$ cat config.mk
export PLATFORM = sky130hd
export DESIGN_NAME = button_debouncer
export DESIGN_NICKNAME = d
export VERILOG_FILES = /design/src/rtl/button_debouncer.sv
export SDC_FILE = /design/constraint.sdc
export NUM_CORES = 1
export LEC_CHECK = 0
export CAP_MARGIN = 10
export CORE_ASPECT_RATIO = 2
export CORE_MARGIN = 2
export CORE_UTILIZATION = 63
export CTS_CLUSTER_DIAMETER = 50
export DETAILED_ROUTE_END_ITERATION = 8
export GPL_ROUTABILITY_DRIVEN = 1
export HOLD_SLACK_MARGIN = 0.15
export PLACE_DENSITY = 0.81
export SLEW_MARGIN = 0
export SYNTH_ARGS = -nofsm -noshare
export SYNTH_HDL_FRONTEND = slang
export SYNTH_SLANG_ARGS = --single-unit
$ cat constraint.sdc
create_clock -name i_clock -period 6.15 [get_ports i_clock]
set_clock_uncertainty 0.05 [all_clocks]
set_input_delay 0.9225 -clock i_clock [delete_from_list [all_inputs] [get_ports i_clock]]
set_output_delay 0.9225 -clock i_clock [all_outputs]
set_load 0.02 [all_outputs]
$ cat src/rtl/button_debouncer.sv
// button_debouncer: two-flop synchroniser plus an independent debounce FSM per
// push-button. Produces a clean registered level and a one-cycle press pulse
// per channel, so downstream loading logic sees each physical press once.
module button_debouncer #(
  parameter int NB_BUTTONS      = 3,
  parameter int DEBOUNCE_CYCLES = 1000000,
  parameter int NB_COUNTER      = $clog2(DEBOUNCE_CYCLES)
) (
  input  logic                  i_clock,
  input  logic                  i_reset,
  input  logic [NB_BUTTONS-1:0] i_buttons,
  output logic [NB_BUTTONS-1:0] o_level,
  output logic [NB_BUTTONS-1:0] o_pulse
);

  // Channel FSM encoding.
  localparam logic [1:0] ST_LOW       = 2'd0;
  localparam logic [1:0] ST_WAIT_HIGH = 2'd1;
  localparam logic [1:0] ST_HIGH      = 2'd2;
  localparam logic [1:0] ST_WAIT_LOW  = 2'd3;

  // Last count value of a stability window; the counter never goes past it.
  localparam logic [NB_COUNTER-1:0] CNT_LAST = NB_COUNTER'(DEBOUNCE_CYCLES - 1);

  logic [NB_BUTTONS-1:0] meta_q;
  logic [NB_BUTTONS-1:0] sync_q;

  // Two-flop synchroniser; sync_q is the only view of the buttons the FSMs use.
  always_ff @(posedge i_clock or posedge i_reset) begin
    if (i_reset) begin
      meta_q <= '0;
      sync_q <= '0;
    end else begin
      meta_q <= i_buttons;
      sync_q <= meta_q;
    end
  end

  genvar gi;
  generate
    for (gi = 0; gi < NB_BUTTONS; gi++) begin : g_chan
      logic [1:0]            state_q, state_d;
      logic [NB_COUNTER-1:0] cnt_q, cnt_d;
      logic                  level_q, level_d;
      logic                  pulse_q, pulse_d;
      logic                  s;

      assign s = sync_q[gi];

      // Next-state logic: an opposite sample in a WAIT state falls back to the
      // settled state, so any bounce restarts the acceptance window.
      always_comb begin
        state_d = state_q;
        cnt_d   = cnt_q;
        level_d = level_q;
        pulse_d = 1'b0;
        case (state_q)
          ST_LOW: begin
            if (s) begin
              state_d = ST_WAIT_HIGH;
              cnt_d   = '0;
            end
          end
          ST_WAIT_HIGH: begin
            if (!s) begin
              state_d = ST_LOW;
              cnt_d   = '0;
            end else if (cnt_q == CNT_LAST) begin
              state_d = ST_HIGH;
              level_d = 1'b1;
              pulse_d = 1'b1;
            end else begin
              cnt_d = cnt_q + NB_COUNTER'(1);
            end
          end
          ST_HIGH: begin
            if (!s) begin
              state_d = ST_WAIT_LOW;
              cnt_d   = '0;
            end
          end
          ST_WAIT_LOW: begin
            if (s) begin
              state_d = ST_HIGH;
              cnt_d   = '0;
            end else if (cnt_q == CNT_LAST) begin
              state_d = ST_LOW;
              level_d = 1'b0;
            end else begin
              cnt_d = cnt_q + NB_COUNTER'(1);
            end
          end
          default: begin
            state_d = ST_LOW;
            cnt_d   = '0;
            level_d = 1'b0;
          end
        endcase
      end

      // Channel state registers; reset aborts any count in progress.
      always_ff @(posedge i_clock or posedge i_reset) begin
        if (i_reset) begin
          state_q <= ST_LOW;
          cnt_q   <= '0;
          level_q <= 1'b0;
          pulse_q <= 1'b0;
        end else begin
          state_q <= state_d;
          cnt_q   <= cnt_d;
          level_q <= level_d;
          pulse_q <= pulse_d;
        end
      end

      assign o_level[gi] = level_q;
      assign o_pulse[gi] = pulse_q;
    end
  endgenerate

endmodule

After elaboration in Yosys (flattened, before gate mapping):

Index checks and enable logic that the tools add are counted.
Widths: inputs -> output; s select.

* logic and storage cells: 131
* output and inout port bits: 6
* bits in registers: 78

* reductions and logical operators: 15
* mux-type cells: 63
* equal/unequal tests: 36
* add/sub/neg operators: 3

Operators with widths (number)
* $mux 20: 15
* $pmux 20 s4: 3
* $add 20x1->20 const B: 3
* $eq 20x20->1 const B: 3
* $mux 2: 18
* $ne 2x2->1 const B: 18
* $pmux 2 s4: 3
* $mux 1: 21
* $ne 3x3->1 const B: 6
* $reduce_and 5->1: 3
* $eq 2x2->1 const B: 6
* $reduce_and 4->1: 3
* $eq 2x1->1 const B: 3
* $logic_not 2->1: 3
* $pmux 1 s2: 3
* $reduce_and 2->1: 3
* $reduce_bool 2->1: 3

Depth between registers and ports, before layout:

* depth in word-level cells: 4
* mapped depth: 8
* depth with buffers taken out: 6

Least setup slack after synthesis:

No wires, ideal clock.

* kind: register to register
* start: register g_chan[0].cnt_q[11]
* end: register with a tool-made name
* buffers on the path: 2
* setup slack: 4288 ps
* cell stages (with the launch flop): 8
* setup time: 125 ps
* arrival time: 1687 ps
* cells stage by stage: dfrtp_1 > buf_4 > or4_4 > nor2_4 > and3_1 > buf_6 > nand2_4 > mux2_4

RTL lines
* start: declaration: RTL line 43 `logic [NB_COUNTER-1:0] cnt_q, cnt_d;`
* start signal: assignment: RTL line 110 `cnt_q <= cnt_d;`

Worst setup path in the final report:

* start: register g_chan[1].cnt_q[0]
* end: register g_chan[1].level_q

* longest elaborated chain between the ends: 3

Ends and longest elaborated chain
* start: declaration: RTL line 43
* start signal: assignment: RTL line 110
* $eq 20x20->1 *: RTL line 68, 86
* $ne 2x2->1 (no source line)
* $reduce_and 5->1 (no source line) *
* end signal: assignment: RTL line 111 `level_q <= level_d;`
* end: declaration: RTL line 44 `logic level_q, level_d;`

Every way passes the cells marked *; elsewhere a longest branch is shown, timed or not.
A chain may end at the register's enable or synchronous reset.

==> summary.md <==
| Metric | Value |
|---|---|
| Clk slew on worst S/H paths | 50 ps |
| Syn-to-layout area delta | 8.693% |
| Post-route DRC | 0 |
| Clk_lat worst skew | between 300 and 400 ps |
| Share of cells above drive strength 1 | 7.912% |
| Tcrit/Tclk final | 38.41% |
| Dpl hpwl | ~6000 um |
| EDFF count, synth | 0 |
| Reg-to-reg startpoint | g_chan[1].cnt_q[0] |
| Layout net count | 458 |
| Endpoint class of the critical path | register |
| Initial drt markers | about 340 |
| Worst endpoint required time | 6320 ps |
| Period minus WS final | 2362 ps |
| Routability cong. | 0.9090 |
| Core area | 0.006516 mm2 |
| Max rail drop VDD | ~0.00024 V |
| Worst slew pin tran | ~880 ps |
| Pwr per Cell Area | 242.9 mW/mm2 |
| Crit-path cells | ha_1, nand4_1, or2_1, nor3_2, nand2_1, a211o_1 |
| CTS Hold Buffers Added | 0 |
| Worst reg2reg setup slack | 3790 ps |
| CP max FO | 11 |
| Simple-gate portion of the synthesized area | 25.87% |
| Core Rows | 42 |
| Gr usage total | a little over a quarter |
| PortBufs | 10 |
| Seq/Total Area, Yosys | a little under half |
| CTS tree | yes |
| Slowest cell on crit path | nor3_2 |
| Die area | around 0.0074 mm2 |
| Status | completed |
| Avg WL per Cell | 16.06 um |
| Worst hold start | meta_q[1] |
| Synth Area in Compound Gates | around 16% |
| Yosys top cell area share | 46.44% |
| R2R cell count | 6 |
| Maxcap violations | 0 |
| Antenna violations before repair | 0 |
| Largest net degree at the start of global routing | 53 |
| RSZ-0062 raised after global routing | false |
| DIE HEIGHT | about 120 um |
| Area of the multi-input gates | 0.002054 mm2 |
| Fin. Hold Viols | 0 |
| Top post-synthesis cells by area | dfrtp_1, nand2_1, o21ai_0 |
| Final Power | 1110 uW |
| WL final | 8720 um |
| Clock tree buffer depth | 2 |
| Initial Utilization | 64.50% |
| Mapped Cells | 452 |
| Setup TNS Final | 0 ps |
| Largest family of logic cells by synthesized area | simple AND/OR/NAND/NOR gates |
| Vias per std cell | between 6 and 7 |
| Slew Viols, Final | 0 |
| Clk root buf | clkbuf_16 |
| Yosys cell types | 62 |
| Yosys Warn Count | 0 |
| Ys flop type | dfrtp_1 |
| Slew headroom | 41.30% |
| Max Clk Rate | roughly 0.42 GHz |
| LEAKAGE | a little under 0.002 uW |
| Vias | 3465 |
| Crit path largest cell delay | between 500 and 600 ps |
| R2r endpoint | g_chan[1].level_q |
| Leading area contributor after synthesis | dfrtp_1 |
| Setup bufs post-CTS | 0 |
| Post-DRT Antenna Nets | 0 |
| CP arrival | 2530 ps |
| Vias in the first global route | 3263 |
| Xor and xnor area share after synthesis | under 10% |
| Io pins | 11 |
| Hold WC Path Type | register to register |
| Clock Sinks | between 70 and 80 |
| Asr flop ratio synth | 100.0% |
| Total CTS buffers | 9 |
| First-pass detailed-route iteration total | 5 |
| Hold Path End | sync_q[1] |
| Yosys reg bits | 78 |
| Syn Area/Cell | 9.298 um2 |
| Syn nets | 460 |
| Fraction of synthesized area in multiplexers | 1.876% |
| Post-Syn Area | about 0.0042 mm2 |
| GRT overflow | 0 |
| Filler Cells Inserted | 551 |
| Number of diodes | 0 |
| Hold path cells | 0 |
| Register area | about 0.0020 mm2 |
| H-tree levels | 3 |
| Gates resized, CTS repair | 0 |
| Horiz. Die Dim | 61.76 um |
| Startpoint Class | register |
| Final Setup Violations | 0 |
| Post-Synth Adder-Cell Area | 0.8931% |
| Crit Path Class | register to register |
| First-pass GRT wire length | around 15000 um |
[sequential cells by signal (all words and copies together), names as in the netlist, named ones only]
name / cells
g_chan.state_q: 3
meta_q: 3
g_chan.level_q: 3
g_chan.cnt_q: 60
g_chan.pulse_q: 3
sync_q: 3
[cells in the mapped netlist (all sizes together), types with 6 or more instances]
cell	n
nand4	20
nand3	29
nand2	54
o311ai	7
a21oi	13
and3	10
clkbuf	12
o31ai	6
nor4	10
nor2	38
buf	12
nor3	9
inv	15
xor2	15
dfrtp	78
a31oi	11
o21ai	38
[worst max-delay path, delay by kind of cell (launching register included)]
family	cells	cell delay, ps
AO/OA/AOI/OAI	1	320
flip-flops	1	410
adder cells (fa/ha/maj)	1	230
AND/OR/NAND/NOR	4	1250
[per-stage QoR]
step,utilization [%],hold WS [ps],setup slack [ps],cells,area (um2)
4_1_cts,70.10,311.7,3828,543,4568
2_1_floorplan,-,281.2,3182,452,4203
3_3_place_gp,65.69,292.1,3707,527,4280
6_report,70.10,309.2,3788,543,4568
5_1_grt,70.10,319.6,3633,543,4568
3_5_place_dp,65.69,286.4,3657,527,4280
[kinds of logic (layout without fill, tap and decap cells)]
group / Yosys count / after routing
flip-flops: 78 / 78
adder cells (fa/ha/maj): 3 / 3
multiplexers: 7 / 7
XOR/XNOR: 20 / 20
AND/OR/NAND/NOR: 200 / 200
buffers and inverters: 39 / 42
AO/OA/AOI/OAI: 105 / 105
[layer usage]
metal / vias to the layer above / part of all wire (%) / GRT usage, %
li1: 1652 / - / -
met1: 1693 / 44 / 35.47
met2: 107 / 50 / 38.95
met3: 13 / 4.3 / 5.172
met4: 0 / 1.6 / 12.77
met5: - / 0 / 0
[placed cells by master (no fill, tap or decap), types with 4 or more instances in the layout]
master	n
nor3_1	7
inv_1	14
and3_1	10
o311ai_0	7
o21ai_0	37
dfrtp_1	78
a21oi_1	13
clkdlybuf4s50_1	10
o211ai_1	5
nor4_1	5
xor2_1	15
clkbuf_16	9
a31oi_1	11
nand2_1	53
o31ai_1	6
nor2_1	37
nand3_1	29
nand4_1	18
xnor2_1	5
nor4_2	4
or3_1	4
[where the power goes]
group          internal, uW  switching (uW)
registers               528            20.6
logic                  21.2            42.4
clock network           305             193
[final cells by class]
type,count,area share (%)
multi-input combinational,335,44.97
sequential,78,42.73
clock buffer,13,5.916
tap,88,2.410
timing repair buffer,11,2.356
inverter,15,1.233
clock inverter,3,0.3835
[worst max-delay path by stage]
stage	slack (ps)	startpoint	depth (start not counted)	end
detailed placement	3660	i_reset	3	g_chan[0].cnt_q[16]
global placement	3710	i_reset	3	g_chan[0].cnt_q[10]
floorplan	3180	i_reset	1	asynchronous set/reset pin
CTS	3830	g_chan[1].cnt_q[0]	6	g_chan[1].level_q
global route	3630	g_chan[1].cnt_q[0]	6	g_chan[1].level_q
finish	3790	g_chan[1].cnt_q[0]	6	g_chan[1].level_q
No activity file was read; power rests on OpenSTA's default activity.
